[config.mk]
export PLATFORM = sky130hd
export DESIGN_NAME = mc_main_control_flat
export DESIGN_NICKNAME = d
export VERILOG_FILES = /design/src/rtl/mc_main_control_if.sv /design/src/rtl/mc_main_control.sv /design/src/flat_wrapper.sv
export SDC_FILE = /design/constraint.sdc
export NUM_CORES = 1
export LEC_CHECK = 0
export BUFFER_PORTS_ARGS = -buffer_cell sky130_fd_sc_hd__buf_4
export CAP_MARGIN = 20
export CORE_MARGIN = 4
export CORE_UTILIZATION = 50
export DETAILED_ROUTE_END_ITERATION = 8
export GPL_ROUTABILITY_DRIVEN = 1
export PLACE_DENSITY_LB_ADDON = 0.1
export SYNTH_ARGS = -nofsm -noshare
export SYNTH_HDL_FRONTEND = slang
export SYNTH_SLANG_ARGS = --single-unit
[constraint.sdc]
create_clock -name clk -period 5.55 [get_ports clk]
set_clock_uncertainty 0.2 [all_clocks]
set_input_delay 1.665 -clock clk [delete_from_list [all_inputs] [get_ports clk]]
set_output_delay 1.665 -clock clk [all_outputs]
set_load 0.005 [all_outputs]
[src/rtl/mc_main_control_if.sv]
// Control bus between the multicycle main controller and the MIPS datapath.
// The controller is the master: it consumes opcode/zero and drives every select and enable.
interface mc_main_control_if;
  logic [5:0] opcode;
  logic       zero;
  logic [3:0] state;
  logic       iord;
  logic       ir_write;
  logic       mem_write;
  logic       reg_dst;
  logic       mem_to_reg;
  logic       reg_write;
  logic       alu_src_a;
  logic [1:0] alu_src_b;
  logic [1:0] alu_op;
  logic [1:0] pc_src;
  logic       branch;
  logic       pc_write;
  logic       pc_en;

  modport master (
    input  opcode, zero,
    output state, iord, ir_write, mem_write, reg_dst, mem_to_reg, reg_write,
           alu_src_a, alu_src_b, alu_op, pc_src, branch, pc_write, pc_en
  );

  modport slave (
    output opcode, zero,
    input  state, iord, ir_write, mem_write, reg_dst, mem_to_reg, reg_write,
           alu_src_a, alu_src_b, alu_op, pc_src, branch, pc_write, pc_en
  );
endinterface

[src/rtl/mc_main_control.sv]
// Moore main controller for the multicycle MIPS datapath: sequences FETCH..writeback
// and registers the per-state control word alongside the state itself.
module mc_main_control (
  input  logic                  clk,
  input  logic                  rst_n,
  mc_main_control_if.master     bus
);
  typedef enum logic [3:0] {
    FETCH    = 4'd0,  DECODE   = 4'd1,  MEMADR  = 4'd2,  MEMRD  = 4'd3,
    MEMWB    = 4'd4,  MEMWR    = 4'd5,  EXECUTE = 4'd6,  ALUWB  = 4'd7,
    BRANCH   = 4'd8,  ADDIEXEC = 4'd9,  ADDIWB  = 4'd10, JUMP   = 4'd11
  } state_t;

  typedef struct packed {
    logic       iord;
    logic       ir_write;
    logic       mem_write;
    logic       reg_dst;
    logic       mem_to_reg;
    logic       reg_write;
    logic       alu_src_a;
    logic [1:0] alu_src_b;
    logic [1:0] alu_op;
    logic [1:0] pc_src;
    logic       branch;
    logic       pc_write;
  } ctrl_t;

  localparam logic [5:0] OP_LW   = 6'b100011;
  localparam logic [5:0] OP_SW   = 6'b101011;
  localparam logic [5:0] OP_RTYP = 6'b000000;
  localparam logic [5:0] OP_BEQ  = 6'b000100;
  localparam logic [5:0] OP_ADDI = 6'b001000;
  localparam logic [5:0] OP_J    = 6'b000010;

  function automatic state_t next_state(input state_t s, input logic [5:0] op);
    case (s)
      FETCH:    next_state = DECODE;
      DECODE: begin
        case (op)
          OP_LW, OP_SW: next_state = MEMADR;
          OP_RTYP:      next_state = EXECUTE;
          OP_BEQ:       next_state = BRANCH;
          OP_ADDI:      next_state = ADDIEXEC;
          OP_J:         next_state = JUMP;
          default:      next_state = FETCH;
        endcase
      end
      // IR still holds the opcode here, so lw/sw split one cycle late.
      MEMADR:   next_state = (op == OP_SW) ? MEMWR : MEMRD;
      MEMRD:    next_state = MEMWB;
      EXECUTE:  next_state = ALUWB;
      ADDIEXEC: next_state = ADDIWB;
      default:  next_state = FETCH;
    endcase
  endfunction

  function automatic ctrl_t decode(input state_t s);
    ctrl_t c;
    c = '0;
    case (s)
      FETCH:    begin c.ir_write = 1'b1; c.pc_write = 1'b1; c.alu_src_b = 2'b01; end
      DECODE:   c.alu_src_b = 2'b11;
      MEMADR:   begin c.alu_src_a = 1'b1; c.alu_src_b = 2'b10; end
      MEMRD:    c.iord = 1'b1;
      MEMWB:    begin c.mem_to_reg = 1'b1; c.reg_write = 1'b1; end
      MEMWR:    begin c.iord = 1'b1; c.mem_write = 1'b1; end
      EXECUTE:  begin c.alu_src_a = 1'b1; c.alu_op = 2'b10; end
      ALUWB:    begin c.reg_dst = 1'b1; c.reg_write = 1'b1; end
      BRANCH:   begin
        c.alu_src_a = 1'b1; c.alu_op = 2'b01; c.pc_src = 2'b01; c.branch = 1'b1;
      end
      ADDIEXEC: begin c.alu_src_a = 1'b1; c.alu_src_b = 2'b10; end
      ADDIWB:   c.reg_write = 1'b1;
      JUMP:     begin c.pc_src = 2'b10; c.pc_write = 1'b1; end
      default:  c = '0;
    endcase
    return c;
  endfunction

  state_t state_q;
  state_t nxt;
  ctrl_t  ctrl_q;

  assign nxt = next_state(state_q, bus.opcode);

  always_ff @(posedge clk) begin
    if (!rst_n) begin
      state_q <= FETCH;
      ctrl_q  <= decode(FETCH);
    end else begin
      state_q <= nxt;
      ctrl_q  <= decode(nxt);
    end
  end

  assign bus.state      = state_q;
  assign bus.iord       = ctrl_q.iord;
  assign bus.reg_dst    = ctrl_q.reg_dst;
  assign bus.mem_to_reg = ctrl_q.mem_to_reg;
  assign bus.alu_src_a  = ctrl_q.alu_src_a;
  assign bus.alu_src_b  = ctrl_q.alu_src_b;
  assign bus.alu_op     = ctrl_q.alu_op;
  assign bus.pc_src     = ctrl_q.pc_src;

  // Enables are gated by rst_n directly so nothing writes while reset is held,
  // even though the registered word already shows FETCH.
  assign bus.ir_write   = ctrl_q.ir_write  & rst_n;
  assign bus.mem_write  = ctrl_q.mem_write & rst_n;
  assign bus.reg_write  = ctrl_q.reg_write & rst_n;
  assign bus.pc_write   = ctrl_q.pc_write  & rst_n;
  assign bus.branch     = ctrl_q.branch    & rst_n;
  assign bus.pc_en      = rst_n & (ctrl_q.pc_write | (ctrl_q.branch & bus.zero));
endmodule

[src/flat_wrapper.sv]
// flat-port wrapper written by rule: the top's interface ports become plain ports
module mc_main_control_flat 
  (clk, rst_n, bus_opcode, bus_zero, bus_state, bus_iord, bus_ir_write, bus_mem_write, bus_reg_dst, bus_mem_to_reg, bus_reg_write, bus_alu_src_a, bus_alu_src_b, bus_alu_op, bus_pc_src, bus_branch, bus_pc_write, bus_pc_en);
  mc_main_control_if bus_i ();
  input  logic clk;
  input  logic rst_n;
  input wire logic [$bits(bus_i.opcode)-1:0] bus_opcode;
  input wire logic [$bits(bus_i.zero)-1:0] bus_zero;
  output wire logic [$bits(bus_i.state)-1:0] bus_state;
  output wire logic [$bits(bus_i.iord)-1:0] bus_iord;
  output wire logic [$bits(bus_i.ir_write)-1:0] bus_ir_write;
  output wire logic [$bits(bus_i.mem_write)-1:0] bus_mem_write;
  output wire logic [$bits(bus_i.reg_dst)-1:0] bus_reg_dst;
  output wire logic [$bits(bus_i.mem_to_reg)-1:0] bus_mem_to_reg;
  output wire logic [$bits(bus_i.reg_write)-1:0] bus_reg_write;
  output wire logic [$bits(bus_i.alu_src_a)-1:0] bus_alu_src_a;
  output wire logic [$bits(bus_i.alu_src_b)-1:0] bus_alu_src_b;
  output wire logic [$bits(bus_i.alu_op)-1:0] bus_alu_op;
  output wire logic [$bits(bus_i.pc_src)-1:0] bus_pc_src;
  output wire logic [$bits(bus_i.branch)-1:0] bus_branch;
  output wire logic [$bits(bus_i.pc_write)-1:0] bus_pc_write;
  output wire logic [$bits(bus_i.pc_en)-1:0] bus_pc_en;
  assign bus_i.opcode = bus_opcode;
  assign bus_i.zero = bus_zero;
  assign bus_state = bus_i.state;
  assign bus_iord = bus_i.iord;
  assign bus_ir_write = bus_i.ir_write;
  assign bus_mem_write = bus_i.mem_write;
  assign bus_reg_dst = bus_i.reg_dst;
  assign bus_mem_to_reg = bus_i.mem_to_reg;
  assign bus_reg_write = bus_i.reg_write;
  assign bus_alu_src_a = bus_i.alu_src_a;
  assign bus_alu_src_b = bus_i.alu_src_b;
  assign bus_alu_op = bus_i.alu_op;
  assign bus_pc_src = bus_i.pc_src;
  assign bus_branch = bus_i.branch;
  assign bus_pc_write = bus_i.pc_write;
  assign bus_pc_en = bus_i.pc_en;
  mc_main_control u_core (.clk(clk), .rst_n(rst_n), .bus(bus_i));
endmodule
==> impl_metrics.csv, run 1 <==
group,metric,value,unit
grt,antenna_found_initial,0,
placement,gp_congestion,0.8125,
clock_network,cts_buffers,3,
synthesis,syn_area,883.3,sq um
grt,overflow,0,
setup_path,path_buf_inv,2,
detailed_routing,drtIter0Drc,9,
placement,portBuffers,28,
detailed_routing,detail_route.wl_per_cell,11.32,um
synthesis,syn_avg_cell_area,9.298,sq um
synthesis,ys_seq_elements,18,
power,power.density,211.2,nW/um^2
floorplanning,design.die.area,2503,sq um
synthesis,synthArstFlopShare,0,%
grt,grt_pass1_vias,618,
grt,track_usage,13.58,%
detailed_routing,drc,0,
sta,finalCritPeriodShare,74.83,%
clock_network,clockBufferDepth,2,
synthesis,synth_edf_count,0,
sta,finalMaxSlewViolations,0,
setup_path,cp_common_cell,"buf_4",
floorplanning,die_h,50.03,um
clock_network,path_clk_slew,0.09,ns
finish,final_nets,129,
clock_network,clockRootBuffer,"clkbuf_4",
synthesis,yosys.area.top_type_share,40.79,%
detailed_routing,detail_route.vias_per_cell,4.873,
sta,final_hold_viol_count,0,
sta,max_freq,240.8,MHz
setup_path,cp.arrival,2.29,ns
floorplanning,boundaryPins,29,
setup_path,worstSetupPathType,"input port to output port",
placement,hpwlAfterDp,1226,um
synthesis,yosysTopAreaCell,"dfxtp_1",
finish,final_cell_mix,"28 x buf_4, 18 x dfxtp_1, 11 x nand2_1, 10 x nor2_1, 8 x and2_1",
setup_path,cp.required,3.69,ns
finish,n_antenna_cell,0,
finish,largest_reg_flops,5,
floorplanning,die_x,50.03,um
setup_path,slowest_delay,0.18,ns
synthesis,synthFlopType,"dfxtp_1",
sta,slew_headroom,66.31,%
floorplanning,start_util,55.42,%
clock_network,cts-resized-gates,0,
synthesis,syn-num-nets,104,
finish,layout_commonest_cell,"buf_4",
finish,syn_to_final_growth,23.80,%
sta,setup_viol,0,
min_path,min_path_type,"flop to flop",
job,maxCapViolCount,0,
clock_network,clkLatencyLatePin,0.29,ns
synthesis,ys_warn_count,0,
clock_network,holdBufCountCts,0,
setup_path,start_kind,"input port",
setup_path,crit_chain,"buf_4, and2_1, a21o_1, buf_4",
power,p_leak,0.4639,nW
detailed_routing,via_count,692,
synthesis,synthCells,95,
sta,rsz0062_at_grt,"no",
clock_network,cts_setup_buffers,0,
synthesis,synth_cell_types,35,
setup_path,path_delay_family,"buffers and inverters",
synthesis,yosys-top-cells-area,"dfxtp_1 41%, and2_1 5.7%, buf_4 5.1%",
grt,grt_max_degree,16,
power,peakVddDrop,124.2,uV
sta,worst_pin_slew,0.5054,ns
clock_network,clkSinkCount,18,
clock_network,tritoncts,"yes",
finish,regMostFlops,"u_core.ctrl_q",
setup_path,slowest_stage,"a21o_1",
sta,post-route-min-period,4.153,ns
detailed_routing,dr.pass1.iters,4,
sta,setup_tns,0,ns
setup_path,worst_setup_path_end_kind,"output port",
floorplanning,core,1594,sq um
status,outcome,"completed",
synthesis,synth-seq-area-share,40.79,%
floorplanning,row_count,14,
detailed_routing,finalWirelength,1607,um
setup_path,crit_fanout,15,
detailed_routing,ant_nets,0,
power,finalPower,230.9,uW
finish,drive_gt1_share,34.75,%
grt,grt_pass1_wl,2656,um
clock_network,cts_max_level,1,
power by group:
part	switching (mW)	internal, mW
clock	0.0362	0.0253
combinational	0.0167	0.0169
sequential	0.00320	0.133
per-stage QoR:
step / setup WS (ns) / util, % / cell area, sq um / hold WS [ns] / cells
floorplan: 1.661 / - / 883.3 / 0.4126 / 95
global placement: 1.414 / 67.19 / 1071 / 0.4694 / 139
detailed placement: 1.393 / 67.19 / 1071 / 0.4881 / 139
CTS: 1.394 / 68.60 / 1094 / 0.5283 / 142
global route: 1.371 / 68.60 / 1094 / 0.5582 / 142
finish: 1.397 / 68.60 / 1094 / 0.5182 / 142
worst min-delay path: cells and delay by family, from the launching register on:
family / cells / cell delay, ns
compound gates: 2 / 0.20
flops: 1 / 0.39
buf+inv: 1 / 0.09
path summary, 6_finish.rpt:
| check | slack, ns | cells after the start | start | endpoint |
|---|---|---|---|---|
| setup / recovery | 1.40 | 4 | rst_n | bus_pc_en |
| hold / removal | 0.52 | 3 | u_core.bus.state[1] | u_core.ctrl_q[9] |
| setup reg to reg | 3.50 | 5 | u_core.bus.state[0] | u_core.ctrl_q[9] |
| hold reg to reg | 0.52 | 3 | u_core.bus.state[1] | u_core.ctrl_q[9] |
metal layers:
| layer | up-vias | GRT usage, % | part of all wire, % | routed length [um] |
|---|---|---|---|---|
| li1 | 364 | - | - | - |
| met1 | 300 | 18.28 | 48 | 771 |
| met2 | 25 | 20.22 | 43 | 683 |
| met3 | 3 | 4.518 | 8.2 | 131 |
| met4 | 0 | 4.147 | 1.2 | 20 |
| met5 | - | 0 | 0 | 0 |
synth_stat cells, types with 2 or more instances:
library cell,n
nor2_1,10
and2_1,8
o21ai_0,2
a21oi_1,2
dfxtp_1,18
inv_1,4
nand3_1,3
o211ai_1,2
a21boi_0,3
clkbuf_1,2
buf_4,6
nor3_1,2
nand2_1,11
cell type report:
| class | count | area [sq um] |
|---|---|---|
| fill | 135 | 500.5 |
| multi-input combinational | 65 | 455.4 |
| sequential | 18 | 360.3 |
| timing repair buffer | 28 | 210.2 |
| tap | 24 | 30.03 |
| clock buffer | 3 | 22.52 |
| inverter | 4 | 15.01 |
logic make-up (layout without fill, tap and decap cells):
| logic type | after synthesis | count (layout) | synth area share (%) |
|---|---|---|---|
| and+or+nand+nor | 43 | 43 | 26.63 |
| AOI/OAI and AO/OA | 19 | 19 | 21.53 |
| DFF | 18 | 18 | 40.79 |
| buffers and inverters | 12 | 35 | 7.648 |
| muxes | 2 | 2 | 2.408 |
| xor gates and xnor gates | 1 | 1 | 0.9917 |
Power figures use the tool's default switching activity.
==> run 2: changes to the inputs <==
--- a/config.mk
+++ b/config.mk
@@ -8,7 +8,7 @@
 export BUFFER_PORTS_ARGS = -buffer_cell sky130_fd_sc_hd__buf_4
 export CAP_MARGIN = 20
 export CORE_MARGIN = 4
-export CORE_UTILIZATION = 50
+export CORE_UTILIZATION = 48
 export DETAILED_ROUTE_END_ITERATION = 8
 export GPL_ROUTABILITY_DRIVEN = 1
 export PLACE_DENSITY_LB_ADDON = 0.1
==> constraint.sdc (replaced) <==
create_clock -name clk -period 4.2 [get_ports clk]
set_clock_uncertainty 0.2 [all_clocks]
set_input_delay 1.26 -clock clk [delete_from_list [all_inputs] [get_ports clk]]
set_output_delay 1.26 -clock clk [all_outputs]
set_load 0.005 [all_outputs]
==> run 2 against run 1 <==
Wire length rose by 1.4%. Largest power group unchanged. Final area rose by 1.4%. First-iteration DRC count rose by 33%. Critical endpoint unchanged. Global-route usage rose by 0.34 points. Critical path depth did not move.
==> impl_metrics.csv, run 2 (same netlist as run 1, synthesis figures left out) <==
group,metric,value,unit
status,outcome,"completed",
power,p_leak,0.4710,nW
sta,finalCritPeriodShare,79.36,%
setup_path,endpoint,"bus_pc_en",
setup_path,cp.arrival,1.87,ns
finish,largest_reg_flops,5,
grt,grt_pass1_vias,650,
power,peakVddDrop,201.5,uV
detailed_routing,via_count,713,
sta,slew_headroom,67.37,%
finish,final_cell_mix,"28 x buf_4, 18 x dfxtp_1, 11 x nand2_1, 10 x nor2_1, 8 x and2_1",
sta,max_freq,300.0,MHz
floorplanning,die_x,50.90,um
sta,worst_pin_slew,0.4895,ns
floorplanning,design.die.area,2591,sq um
finish,final_nets,129,
floorplanning,boundaryPins,29,
setup_path,start_kind,"input port",
placement,place_area,1072,sq um
sta,post-route-min-period,3.333,ns
clock_network,path_clk_slew,0.10,ns
detailed_routing,ant_nets,0,
grt,antenna_found_initial,0,
detailed_routing,drtIter0Drc,12,
grt,track_usage,13.92,%
grt,grt_pass1_wl,2753,um
detailed_routing,drc,0,
finish,drive_gt1_share,35.29,%
sta,final_hold_viol_count,0,
finish,finalInstanceArea,1109,sq um
finish,syn_to_final_growth,25.50,%
finish,n_antenna_cell,0,
clock_network,tritoncts,"yes",
min_path,min_path_type,"flop to flop",
clock_network,cts_setup_buffers,0,
clock_network,clkSinkCount,18,
finish,layout_commonest_cell,"buf_4",
setup_path,r2r_setup_slack,2.15,ns
setup_path,worstSetupPathType,"input port to output port",
clock_network,clockRootBuffer,"clkbuf_4",
clock_network,clkLatencyLatePin,0.29,ns
clock_network,holdBufCountCts,0,
setup_path,worst_setup_path_end_kind,"output port",
placement,hpwlAfterDp,1281,um
sta,setup_tns,0,ns
setup_path,crit_start,"rst_n",
setup_path,r2r_start,"u_core.bus.state[0]",
sta,finalMaxSlewViolations,0,
placement,gp_congestion,0.7607,
detailed_routing,finalWirelength,1630,um
sta,setup_viol,0,
power,power.density,296.5,nW/um^2
floorplanning,core,1727,sq um
floorplanning,row_count,15,
floorplanning,die_h,50.90,um
placement,portBuffers,28,
clock_network,clockBufferDepth,2,
clock_network,cts_buffers,3,
setup_path,r2r_cells,5,
grt,grt_max_degree,16,
sta,rsz0062_at_grt,"no",
floorplanning,start_util,51.16,%
setup_path,r2r_end,"u_core.ctrl_q[9]",
min_path,holdPathStages,3,
setup_path,cp.required,2.74,ns
clock_network,cts-resized-gates,0,
clock_network,cts_max_level,1,
detailed_routing,detail_route.wl_per_cell,11.32,um
job,maxCapViolCount,0,
detailed_routing,dr.pass1.iters,4,
setup_path,crit_fanout,15,
grt,overflow,0,
detailed_routing,detail_route.vias_per_cell,4.951,
finish,regMostFlops,"u_core.ctrl_q",
==> run 2: cell types whose count changed in the layout (fill, tap and decap cells not counted), sizes merged <==
cell / delta
clkbuf: +1
==> run 2: metal layers <==
metal / share of wire, % / routed length (um) / track usage (%) / vias up
li1: - / - / - / 369
met4: 1.1 / 18 / 6.726 / 0
met3: 5.9 / 96 / 3.790 / 2
met2: 47 / 764 / 22.10 / 23
met1: 46 / 751 / 17.24 / 319
met5: 0 / 0 / 0 / -
==> run 2: how the worst min path moves through the flow <==
stage                              from                to  slack, ns
floorplan           u_core.bus.state[1]  u_core.ctrl_q[9]       0.41
global placement    u_core.bus.state[1]  u_core.ctrl_q[9]       0.47
detailed placement  u_core.bus.state[1]  u_core.ctrl_q[9]       0.45
CTS                 u_core.bus.state[1]  u_core.ctrl_q[9]       0.49
global route        u_core.bus.state[1]  u_core.ctrl_q[9]       0.54
finish              u_core.bus.state[1]  u_core.ctrl_q[9]       0.49
==> run 2: area by class of cell <==
| type | count | area (sq um) |
|---|---|---|
| fillers | 153 | 618.1 |
| multi-input cells | 65 | 455.4 |
| flip-flops and latches | 18 | 360.3 |
| repair buffers | 28 | 210.2 |
| clock buffers | 4 | 36.28 |
| well taps | 25 | 31.28 |
| inverters | 4 | 15.01 |
==> run 2: worst max-delay path, cell delays in order <==
cell	delay [ns]
buf_4	0.16
and2_1	0.16
a21o_1	0.17
buf_4	0.13
==> run 2: stage by stage <==
| step | total power [mW] | hold slack (ns) | setup slack [ns] | cells | utilization (%) |
|---|---|---|---|---|---|
| 2_1_floorplan | 0.2083 | 0.4126 | 1.121 | 95 | - |
| 3_3_place_gp | 0.2272 | 0.4726 | 0.8766 | 140 | 62.10 |
| 3_5_place_dp | 0.2281 | 0.4532 | 0.8615 | 140 | 62.10 |
| 4_1_cts | 0.3318 | 0.4875 | 0.8617 | 144 | 64.20 |
| 5_1_grt | 0.3459 | 0.5412 | 0.8397 | 144 | 64.20 |
| 6_report | 0.3287 | 0.4949 | 0.8668 | 144 | 64.20 |
==> run 2: power breakdown <==
part	internal, mW	total [mW]	switching, mW
Combinational	0.0224	0.0444	0.0220
Sequential	0.175	0.179	0.00410
Clock	0.0528	0.105	0.0521
Total	0.250	0.329	0.0782
